### src/rtl/vend_controller.sv
// vend_controller: main sequencing FSM for the vending machine.
// Collects coin credit, vends one item once credit reaches PRICE, then pays
// back change as one 5-unit coin per tick. All outputs are registered.
// Optional build macro: VEND_TIMEOUT_EN enables an auto-refund after
// TIMEOUT_TICKS ticks in COLLECT without an accepted coin.
module vend_controller #(
    parameter int PRICE         = 75,
    parameter int CREDIT_W      = 8,
    parameter int MAX_CREDIT    = 200,
    parameter int VEND_TICKS    = 3,
    parameter int TIMEOUT_TICKS = 10
) (
    input  logic                clk,
    input  logic                reset,
    input  logic                tick,
    input  logic                coin_5,
    input  logic                coin_10,
    input  logic                coin_25,
    input  logic                cancel,
    output logic [CREDIT_W-1:0] credit,
    output logic                dispense,
    output logic                change_pulse,
    output logic                coin_reject,
    output logic                busy,
    output logic [1:0]          state
);

    typedef enum logic [1:0] {
        IDLE    = 2'd0,
        COLLECT = 2'd1,
        VEND    = 2'd2,
        CHANGE  = 2'd3
    } state_t;

    // One extra bit so credit + coins can never wrap before the ceiling check.
    typedef logic [CREDIT_W:0] wide_t;

    localparam int TICK_MAX = (VEND_TICKS > TIMEOUT_TICKS) ? VEND_TICKS : TIMEOUT_TICKS;
    localparam int TICK_W   = $clog2(TICK_MAX + 1);

    localparam wide_t                MAX_W   = wide_t'(MAX_CREDIT);
    localparam logic [CREDIT_W-1:0]  PRICE_N = CREDIT_W'(PRICE);
    localparam logic [CREDIT_W-1:0]  FIVE_N  = CREDIT_W'(5);
    localparam logic [TICK_W-1:0]    VEND_LAST = TICK_W'(VEND_TICKS - 1);

    state_t              state_r;
    logic [TICK_W-1:0]   tick_cnt;

    wide_t               coin_sum;
    wide_t               sum;
    logic                any_coin;
    logic                fits;
    logic                take_coin;
    logic [CREDIT_W-1:0] accepted;
    logic [CREDIT_W-1:0] due;
    logic                timeout_hit;

    assign state = state_r;

    // Coin arithmetic: summed coin value, ceiling check and post-coin credit.
    always_comb begin
        coin_sum  = (coin_5  ? wide_t'(5)  : wide_t'(0))
                  + (coin_10 ? wide_t'(10) : wide_t'(0))
                  + (coin_25 ? wide_t'(25) : wide_t'(0));
        any_coin  = coin_5 | coin_10 | coin_25;
        sum       = {1'b0, credit} + coin_sum;
        fits      = (sum <= MAX_W);
        take_coin = any_coin & fits;
        if (take_coin) begin
            accepted = CREDIT_W'(sum);
        end else begin
            accepted = credit;
        end
        due = accepted - PRICE_N;
`ifdef VEND_TIMEOUT_EN
        timeout_hit = tick && !take_coin && (tick_cnt == TICK_W'(TIMEOUT_TICKS - 1));
`else
        timeout_hit = 1'b0;
`endif
    end

    // Main FSM with registered outputs; synchronous active-low reset.
    always_ff @(posedge clk) begin
        if (!reset) begin
            state_r      <= IDLE;
            credit       <= '0;
            dispense     <= 1'b0;
            change_pulse <= 1'b0;
            coin_reject  <= 1'b0;
            busy         <= 1'b0;
            tick_cnt     <= '0;
        end else begin
            change_pulse <= 1'b0;
            coin_reject  <= 1'b0;
            case (state_r)
                IDLE: begin
                    tick_cnt    <= '0;
                    coin_reject <= any_coin & ~fits;
                    if (take_coin) begin
                        if (accepted >= PRICE_N) begin
                            state_r  <= VEND;
                            credit   <= due;
                            dispense <= 1'b1;
                            busy     <= 1'b1;
                        end else begin
                            state_r <= COLLECT;
                            credit  <= accepted;
                        end
                    end
                end
                COLLECT: begin
                    coin_reject <= any_coin & ~fits;
                    credit      <= accepted;
                    if (cancel) begin
                        // Same-cycle coin is still credited, then refunded.
                        state_r  <= CHANGE;
                        busy     <= 1'b1;
                        tick_cnt <= '0;
                    end else if (accepted >= PRICE_N) begin
                        state_r  <= VEND;
                        credit   <= due;
                        dispense <= 1'b1;
                        busy     <= 1'b1;
                        tick_cnt <= '0;
                    end else if (timeout_hit) begin
                        state_r  <= CHANGE;
                        busy     <= 1'b1;
                        tick_cnt <= '0;
                    end else begin
`ifdef VEND_TIMEOUT_EN
                        if (take_coin) begin
                            tick_cnt <= '0;
                        end else if (tick) begin
                            tick_cnt <= tick_cnt + TICK_W'(1);
                        end
`else
                        tick_cnt <= '0;
`endif
                    end
                end
                VEND: begin
                    coin_reject <= any_coin;
                    if (tick) begin
                        if (tick_cnt == VEND_LAST) begin
                            dispense <= 1'b0;
                            tick_cnt <= '0;
                            if (credit != '0) begin
                                state_r <= CHANGE;
                            end else begin
                                state_r <= IDLE;
                                busy    <= 1'b0;
                            end
                        end else begin
                            tick_cnt <= tick_cnt + TICK_W'(1);
                        end
                    end
                end
                CHANGE: begin
                    coin_reject <= any_coin;
                    tick_cnt    <= '0;
                    if (credit == '0) begin
                        state_r <= IDLE;
                        busy    <= 1'b0;
                    end else if (tick) begin
                        change_pulse <= 1'b1;
                        credit       <= credit - FIVE_N;
                    end
                end
                default: begin
                    state_r  <= IDLE;
                    credit   <= '0;
                    dispense <= 1'b0;
                    busy     <= 1'b0;
                    tick_cnt <= '0;
                end
            endcase
        end
    end

endmodule

### config.mk
export PLATFORM = sky130hd
export DESIGN_NAME = vend_controller
export DESIGN_NICKNAME = d
export VERILOG_FILES = /design/src/rtl/vend_controller.sv
export SDC_FILE = /design/constraint.sdc
export NUM_CORES = 1
export LEC_CHECK = 0
export CAP_MARGIN = 20
export CORE_ASPECT_RATIO = 1.2
export CORE_MARGIN = 5
export CORE_UTILIZATION = 63
export CTS_BUF_LIST = sky130_fd_sc_hd__clkbuf_4
export CTS_CLUSTER_SIZE = 16
export DETAILED_ROUTE_END_ITERATION = 8
export GPL_TIMING_DRIVEN = 0
export PLACE_DENSITY_LB_ADDON = 0.25
export REMOVE_ABC_BUFFERS = 1
export SYNTH_ARGS = -nofsm -noshare
export SYNTH_HDL_FRONTEND = slang
export SYNTH_SLANG_ARGS = --single-unit
### constraint.sdc
create_clock -name clk -period 7.92 [get_ports clk]
set_input_delay 1.584 -clock clk [delete_from_list [all_inputs] [get_ports clk]]
set_output_delay 1.584 -clock clk [all_outputs]
set_load 0.01 [all_outputs]
==> results by group <==
Die
  – Rows: 21
  – Boundary Pins: 21
  – Initial Util: 0.648
  – Die W: a little under 60 µm
  – Die H: between 60 and 70 µm
  – Total die area: around 0.0040 mm²
  – Core area: between 0.002 and 0.003 mm²

Timing
  – Setup TNS: 0 ns
  – Final period util: 0.816
  – Worst Tran Pin Value: a little over 1 ns
  – Max Clock Freq: 155 MHz
  – RSZ-0062 raised after global routing: no
  – Slew HR: 0.308
  – Final Skew: roughly 0.0075 ns
  – Slew Viols, Final: 0
  – Worst setup margin: approximately 1.5 ns
  – Endpoints failing hold: 0
  – Clock period minus worst slack: 6.46 ns
  – Final setup viols: 0

Global route
  – Vias in the first global route: roughly 1,700
  – Largest net degree at the start of global routing: 20
  – Initial antenna violation count: 0
  – Tot GR Track Use: 0.236
  – Met2 Use GR: 0.431
  – Met1 Track Usage GR: 0.278
  – Gr ovfl total: 0
  – First-pass GRT wire length: roughly 7.5 mm
  – Most Used Layer, Global Route: met2
  – GR Layer Usage met3: 0.0242

Place
  – # port buffers: 20
  – Gp weighted congestion: approximately 0.9
  – Hpwl dp: approximately 3.3 mm
  – DP Worst Slack: between 1 and 1.5 ns
  – Placed inst area: around 0.002 mm²

Clock network
  – Hold buffers post-CTS: 0
  – Clock sink count: 18
  – Post-CTS Setup Repair Bufs: 0
  – Worst-path clk slew: 0.10 ns
  – CTS tree: done
  – CTS root buffer: clkbuf_4
  – Clock Path Buffers: 2
  – TritonCTS buffer count: 3
  – Latest clock arrival within the worst-skew pair: just under 0.3 ns
  – Post-cts sizing count: 0
  – H-Tree Depth: 1

Flow run
  – MaxCap Viol Count: 0

Logic synthesis
  – Number of synthesized flops with an enable pin: 0
  – Flops & latches, synth: 18
  – Post-synthesis async set-or-reset flop share: 0
  – Ranking of synthesized cells by area: dfxtp_1 20%, ha_1 8.3%, o21ai_0 5.5%
  – Yosys top cell area share: 0.200
  – Synth unique cells: 53
  – Count leader, synth: nor2_1
  – Area leader, netlist: dfxtp_1
  – Syn_area_per_cell: 7.72 µm²
  – Post-synthesis sequential area ratio: 0.200
  – Post-synth top cells: 21 x nor2_1, 20 x o21ai_0, 19 x a21oi_1, 19 x nand2_1, 18 x dfxtp_1
  – Top FF cell, synth: dfxtp_1
  – Mapped Cells: about 230
  – Mapped cell area: 0.00181 mm²
  – Yosys warns: 0

Cells and area
  – Core Util, Final: 0.727
  – Layout cell share with drive strength beyond 1: 0.0850
  – Nets: between 200 and 300
  – Number of antenna diodes: 0
  – Post-route cell area: just over 0.002 mm²
  – Area growth, synth to finish: 12.1%

Critical path
  – CP max stage delay: between 0.5 and 0.6 ns
  – CP top delay family: compound AO/OA/AOI/OAI gates
  – Critical Path Stages: 18
  – Bufs and invs on worst path: 2
  – Setup crit end kind: flop
  – Slowest CP cell: a21oi_2
  – CP arrival: between 6 and 7 ns
  – Crit start category: input port
  – Critical Path Most Common Cell: ha_1
  – CP cell instances: clkdlybuf4s50_1, ha_1, ha_1, inv_1, fa_1, nand2b_2, a2111oi_2, nor3b_2, a2111oi_2, a21oi_2, mux2_2, ha_1, nor2b_1, mux2i_1, a211oi_4, or2_2, nor3_1, or3_1
  – CP Max Fanout: 12
  – WP data required: between 8 and 9 ns
  – WS Path Type: in2reg
  – R2R depth: 17

Drt
  – Final ANT Viol Nets: 0
  – Drc violations: 0
  – DR iter-0 viols: between 90 and 100
  – DR vias: between 1,500 and 2,000
  – DR WL/cell: 15.5 µm
  – Detailed Route WL: around 4.4 mm
  – TritonRoute pass-1 iters: 6
  – Vias/cell: approximately 6.4

Run status
  – Status: finished, final reports clean

Power
  – Sw power: about 0.47 mW
  – Peak supply drop: 269 µV
  – Int Power: ~0.43 mW
  – Pwr per Cell Area: 446 mW/mm²
  – Gate power share: 0.749
  – Sequential cell fraction of total power: 0.199
  – Sw frac: 0.523
  – Clock power share: 0.053
  – Lkg Pwr: ~0.74 nW

Min path
  – Worst hold path type: reg2reg
  – Worst hold path depth: 1
[area by class of cell]
cell class                 instances  area (µm²)
clock buffer                       3        22.5
inverter                          10        37.5
sequential                        18         360
timing repair buffer              20         200
tap                               34        42.5
clock inverter                     1        3.75
multi-input combinational        195        1360
fill                             229         761
[cell families (layout without fill, tap and decap cells)]
| group | count (synthesis) | count (layout) | synth area share |
|---|---|---|---|
| xor gates and xnor gates | 10 | 10 | 0.0485 |
| and+or+nand+nor | 83 | 83 | 0.239 |
| AOI/OAI and AO/OA | 78 | 78 | 0.296 |
| buffers and inverters | 21 | 34 | 0.0485 |
| DFF | 18 | 18 | 0.200 |
| adders and majority gates | 15 | 15 | 0.116 |
| muxes | 9 | 9 | 0.0520 |
[flip-flops by register name, summed over array words and instances (netlist names)]
register      count
credit            8
tick_cnt          4
busy              1
coin_reject       1
state             2
dispense          1
change_pulse      1
[per-layer routing]
layer | wire (µm) | vias to the layer above
met3 | 197 | 10
met4 | 114 | 0
met2 | 2160 | 53
met5 | 0 | -
li1 | - | 889
met1 | 1890 | 858
[power groups by stage]
stage / clock network [mW] / logic, mW / registers (mW)
after floorplan: 0 / 0.492 / 0.175
after global placement: 0 / 0.644 / 0.178
after detailed placement: 0 / 0.660 / 0.179
after CTS: 0.0488 / 0.665 / 0.177
after global routing: 0.0533 / 0.751 / 0.186
final: 0.0477 / 0.675 / 0.179
[path summary, 6_finish.rpt]
kind / start / to / slack [ns]
worst min-delay path: busy / busy / 0.50
worst max-delay path: coin_10 / credit[1] / 1.46
worst max register to register: credit[0] / credit[1] / 2.83
worst min register to register: busy / busy / 0.50
[stage by stage]
stage               power, mW  cells  hold slack [ns]
global route            0.990    281            0.524
finish                  0.902    281            0.502
floorplan               0.667    223            0.464
detailed placement      0.839    277            0.478
CTS                     0.890    281            0.505
global placement        0.823    277            0.470
[layout by cell type, fill, tap and decap left out, types with 3 or more instances in the layout]
cell type and count:
dfxtp_1 18, ha_1 12, a31o_2 3, mux2_2 3, and2_1 3, a211oi_1 3, nor3_1 7, a21oi_1 19
o21ai_0 20, clkbuf_4 3, clkdlybuf4s50_1 20, a31oi_1 5, xor2_1 4, mux2i_1 6, nor4_1 4, o221a_2 3
xnor2_1 6, nor2_1 21, a21o_1 3, nand3_1 5, nand2_1 19, or3_1 4, nand2b_1 3, inv_1 10
fa_1 3
No activity file was read; power rests on OpenSTA's default activity.
==> RTL edit 1 (same settings) <==
The parameter `VEND_TICKS` goes from 3 to 6.
--- a/src/rtl/vend_controller.sv
+++ b/src/rtl/vend_controller.sv
@@ -7,7 +7,7 @@
     parameter int PRICE         = 75,
     parameter int CREDIT_W      = 8,
     parameter int MAX_CREDIT    = 200,
-    parameter int VEND_TICKS    = 3,
+    parameter int VEND_TICKS    = 6,
     parameter int TIMEOUT_TICKS = 10
 ) (
     input  logic                clk,
Formal check against the unedited RTL: not equivalent (a bounded check fails within 10 cycles, from zero or initial values and one cycle with reset low).
==> RTL edit 1 against the original RTL <==
Cell count increased by 0.36%. Total power decreased by 0.38%. Design area increased by 0.43%. Wire length decreased by 2.6%. Area after synthesis about the same. Sequential share of layout area decreased by 0.077 points. Sequential cell count unchanged. Setup slack improved by 0.0032 ns. Largest cell class unchanged.
==> RTL edit 1: results (changes against the original RTL) <==
status=complete, no violations; GR Util met3=2.61% (+0.19 points); Non-Filler Instances=282 (+0.36%); layout cells sized above 1=8.87% (+0.37 points); Die ar.=4040 sq um (about the same); Netlist cell types=53 (unchanged); Synth Area in Compound Gates=29.6% (about the same); Max FO, Critical Path=12 (unchanged); routed wire length=4250 um (-2.6%); detailed-routing wirelength on met1=1810 um (-4.4%); Fillers=250 (+9.2%); met1 Track Usage GR=26.9% (-0.93 points); Vias per Instance=6.41 (-0.41%); Pleak=0.751 nW (+1.1%); largest net degree at the start of global routing=20 (unchanged); clock share of power=5.3% (about the same); IO Port Bufs=20 (unchanged); most common library cells after synthesis=nor2_1, o21ai_0, a21oi_1, nand2_1, dfxtp_1; Worst Skew=0.000905 ns (-0.00663 ns); Final setup viols=0 (unchanged); Post-Synth XOR/XNOR Area=4.85% (about the same); clk_lat worst skew=0.29 ns (about the same); Worst Tran Pin Value=0.798 ns (-0.237 ns); Non-clk bufs=21 (+5.0%); multi-input gate share of total cell area=66.8% (-0.23 points); Final nets=271 (+0.37%); Power Density=442 nW/um^2 (-0.81%); ranking of synthesized cells by area=dfxtp_1, ha_1, o21ai_0; share of the yosys chip area belonging to registers=19.9% (about the same); NetSw=466 uW (-1.3%); Final Cell Area=2030 sq um (+0.43%); post-place setup slack=1.19 ns (+0.00618 ns); first-pass GRT wire length=7200 um (-3.9%); vias in the first global route=1708 (+2.8%); placer's final routability congestion estimate=0.902 (+3.1%); CP peak stage delay=0.57 ns (+0.02 ns); DR iter-0 viols=57 (-39%); Routed met2 length=2150 um (-0.37%); # diodes=0 (unchanged); multiplexer share of the synthesized area=5.19% (about the same); dpl hpwl=3220 um (-2.5%); combinational power=672 uW; Clock buf/inv share=1.29% (-0.0056 points); met3 WL=245 um (+24%); Total GRT Usage=22.8% (-0.86 points); Peak supply drop=0.000291 V (+8.2%); Seq area share=17.7% (-0.077 points); CTS Buffer Depth=2 (unchanged); grt met2 use=41.7% (-1.4 points); Arrival @ worst endpoint=6.64 ns (about the same); max FFs per register=8 (unchanged); area share of fa/ha/maj cells after synthesis=11.6% (about the same); Non-clock buffer share=10.2% (+0.33 points); asr flop ratio synth=0% (unchanged)
==> RTL edit 1: path summary, 6_finish.rpt <==
path	cells past startpoint	slack (ns)	startpoint	endpoint
max	19	1.46	coin_10	credit[1]
max reg2reg	18	2.82	credit[0]	credit[1]
min	2	0.51	tick_cnt[3]	tick_cnt[3]
min reg2reg	2	0.51	tick_cnt[3]	tick_cnt[3]
==> RTL edit 1: worst register-to-register path: stages (launching register included) <==
cell,delay (ns)
dfxtp_1,0.51
fa_1,0.24
ha_1,0.16
inv_1,0.05
fa_1,0.40
nand2b_2,0.23
a2111oi_2,0.39
nor3b_2,0.29
a2111oi_2,0.07
a21oi_2,0.57
mux2i_1,0.41
inv_1,0.08
ha_1,0.25
nor2b_1,0.12
mux2i_1,0.15
a211oi_4,0.46
or2_2,0.23
nor3_1,0.06
or3_1,0.35
==> RTL edit 1: cell families after synthesis <==
logic type	count (synthesis)
fa+ha+maj	15
xor+xnor	10
buf+inv	21
mux	9
compound gates	78
flops	18
simple gates	83
==> RTL edit 2 (same settings) <==
Without the edit above. Put one more register stage on the output `credit`, without a reset. The value now appears one clock later. The other outputs are not delayed to match.
--- a/src/rtl/vend_controller.sv
+++ b/src/rtl/vend_controller.sv
@@ -43,6 +43,8 @@
     localparam logic [CREDIT_W-1:0]  FIVE_N  = CREDIT_W'(5);
     localparam logic [TICK_W-1:0]    VEND_LAST = TICK_W'(VEND_TICKS - 1);
 
+    logic [CREDIT_W-1:0] credit_s0;
+
     state_t              state_r;
     logic [TICK_W-1:0]   tick_cnt;
 
@@ -63,13 +65,13 @@
                   + (coin_10 ? wide_t'(10) : wide_t'(0))
                   + (coin_25 ? wide_t'(25) : wide_t'(0));
         any_coin  = coin_5 | coin_10 | coin_25;
-        sum       = {1'b0, credit} + coin_sum;
+        sum       = {1'b0, credit_s0} + coin_sum;
         fits      = (sum <= MAX_W);
         take_coin = any_coin & fits;
         if (take_coin) begin
             accepted = CREDIT_W'(sum);
         end else begin
-            accepted = credit;
+            accepted = credit_s0;
         end
         due = accepted - PRICE_N;
 `ifdef VEND_TIMEOUT_EN
@@ -83,7 +85,7 @@
     always_ff @(posedge clk) begin
         if (!reset) begin
             state_r      <= IDLE;
-            credit       <= '0;
+            credit_s0    <= '0;
             dispense     <= 1'b0;
             change_pulse <= 1'b0;
             coin_reject  <= 1'b0;
@@ -99,18 +101,18 @@
                     if (take_coin) begin
                         if (accepted >= PRICE_N) begin
                             state_r  <= VEND;
-                            credit   <= due;
+                            credit_s0 <= due;
                             dispense <= 1'b1;
                             busy     <= 1'b1;
                         end else begin
                             state_r <= COLLECT;
-                            credit  <= accepted;
+                            credit_s0 <= accepted;
                         end
                     end
                 end
                 COLLECT: begin
                     coin_reject <= any_coin & ~fits;
-                    credit      <= accepted;
+                    credit_s0   <= accepted;
                     if (cancel) begin
                         // Same-cycle coin is still credited, then refunded.
                         state_r  <= CHANGE;
@@ -118,7 +120,7 @@
                         tick_cnt <= '0;
                     end else if (accepted >= PRICE_N) begin
                         state_r  <= VEND;
-                        credit   <= due;
+                        credit_s0 <= due;
                         dispense <= 1'b1;
                         busy     <= 1'b1;
                         tick_cnt <= '0;
@@ -144,7 +146,7 @@
                         if (tick_cnt == VEND_LAST) begin
                             dispense <= 1'b0;
                             tick_cnt <= '0;
-                            if (credit != '0) begin
+                            if (credit_s0 != '0) begin
                                 state_r <= CHANGE;
                             end else begin
                                 state_r <= IDLE;
@@ -158,17 +160,17 @@
                 CHANGE: begin
                     coin_reject <= any_coin;
                     tick_cnt    <= '0;
-                    if (credit == '0) begin
+                    if (credit_s0 == '0) begin
                         state_r <= IDLE;
                         busy    <= 1'b0;
                     end else if (tick) begin
                         change_pulse <= 1'b1;
-                        credit       <= credit - FIVE_N;
+                        credit_s0    <= credit_s0 - FIVE_N;
                     end
                 end
                 default: begin
                     state_r  <= IDLE;
-                    credit   <= '0;
+                    credit_s0 <= '0;
                     dispense <= 1'b0;
                     busy     <= 1'b0;
                     tick_cnt <= '0;
@@ -177,5 +179,9 @@
         end
     end
 
+    always_ff @(posedge clk) begin
+        credit <= credit_s0;
+    end
+
 endmodule
 
Function: changed (a bounded check fails within 4 cycles, from zero or initial values and one cycle with reset low).
==> RTL edit 2 against the original RTL <==
Total power grew 9.0%. Area after synthesis grew 14%. Wire length grew 5.7%. Register-to-register slack gained 0.19 ns. Sequential cell count grew 8. Design area grew 12%. Setup slack gained 0.26 ns. Clock skew shrank 0.0023 ns. Clock power grew 91%. First-iteration DRC count grew 6.4%. Hold slack lost 0.041 ns.
==> RTL edit 2: results (changes against the original RTL) <==
Placed Instance Area=2210 sq um (+11%); vias in the first global route=1698 (+2.2%); via count=1882 (+4.0%); DP Cell Count=292 (+5.4%); Peak supply drop=0.000283 V (+5.3%); first-pass GRT wire length=7620 um (+1.7%); most common library cells after synthesis=dfxtp_1, nor2_1, o21ai_0, nand2_1, a21oi_1; Arrival @ worst endpoint=6.43 ns (-0.21 ns); Wirelength per Cell=15.6 um (+0.35%); Critical R2R Capture=credit_s0[0]; WHS Endpoint=credit[7]; R2R cell count=15 (-2); largest net degree at the start of global routing=18 (-10%); dpl hpwl=3570 um (+8.2%); status=complete, no violations; Worst Skew=0.00524 ns (-0.00229 ns); routed wire length=4610 um (+5.7%); clock slew at reported path FFs=0.14 ns (+0.04 ns); Worst Tran Pin Value=1.00 ns (-0.0319 ns); Reg area=520 sq um (+44%); R2R setup slack=3.02 ns (+0.19 ns); share of the yosys chip area belonging to registers=25.2% (+5.2 points); Pleak=0.871 nW (+17%); Worst Hold Depth=0 (-1); RR Startpoint=credit_s0[3]; placer's final routability congestion estimate=0.963 (+10%); Final nets=283 (+4.8%); First-pass DRT Iterations=4 (-2); hold path start=credit_s0[7]; layout cells sized above 1=10.4% (+1.9 points); DR iter-0 viols=100 (+6.4%); Fillers=266 (+16%)
[RTL edit 2: metal layers]
layer	vias up	GRT usage [%]	wire length [um]
met2	70	37.0	2370
met4	0	8.02	80
li1	938	-	-
met1	864	23.5	1920
met5	-	0	0
met3	10	1.23	238
[RTL edit 2: cell families (layout without fill, tap and decap cells)]
logic type	Yosys count	count (layout)	synth area share [%]
XOR/XNOR	12	12	5.81
buffers and inverters	25	37	7.20
AND/OR/NAND/NOR	78	78	18.9
flip-flops	26	26	25.2
multiplexers	8	8	4.06
AO/OA/AOI/OAI	84	84	28.7
adder cells (fa/ha/maj)	15	15	10.2
[RTL edit 2: worst max-delay path by stage]
stage | from | endpoint | slack (ns) | cells after the start
floorplan | coin_10 | credit_s0[0] | 2.39 | 16
global placement | coin_25 | credit_s0[0] | 1.42 | 17
detailed placement | coin_25 | credit_s0[0] | 1.38 | 18
CTS | coin_25 | credit_s0[0] | 1.71 | 18
global route | coin_25 | credit_s0[0] | 1.18 | 18
finish | coin_25 | credit_s0[0] | 1.72 | 18
[RTL edit 2: final cells by class]
class	count	share of cell area, %
repair buffers	20	8.84
clock buffers	3	0.994
multi-input cells	197	61.7
flip-flops and latches	26	23.0
well taps	36	1.99
inverters	13	2.15
clock inverters	1	1.33
[RTL edit 2: where the power goes]
part | internal (mW) | total (mW) | switching, mW
clock | 0.0512 | 0.0910 | 0.0397
combinational | 0.288 | 0.665 | 0.377
sequential | 0.173 | 0.227 | 0.0536
total | 0.512 | 0.983 | 0.470
[RTL edit 2: stage by stage]
stage / hold WS (ns) / worst slack [ns]
3_5_place_dp: 0.437 / 1.38
5_1_grt: 0.476 / 1.18
2_1_floorplan: 0.396 / 2.39
4_1_cts: 0.454 / 1.71
3_3_place_gp: 0.439 / 1.42
6_report: 0.460 / 1.72
[RTL edit 2: worst max-delay path, cell delays in order]
cell             delay (ns)
clkdlybuf4s50_1        0.61
fa_1                   0.22
ha_1                   0.18
inv_1                  0.06
fa_1                   0.46
nand2b_1               0.22
a21oi_2                0.17
xor2_2                 0.15
o41ai_2                0.43
nand3_1                0.53
mux2i_1                0.40
inv_1                  0.08
ha_1                   0.23
a311oi_2               0.25
o211ai_2               0.14
and2_4                 0.23
a32o_1                 0.26
o221a_1                0.21
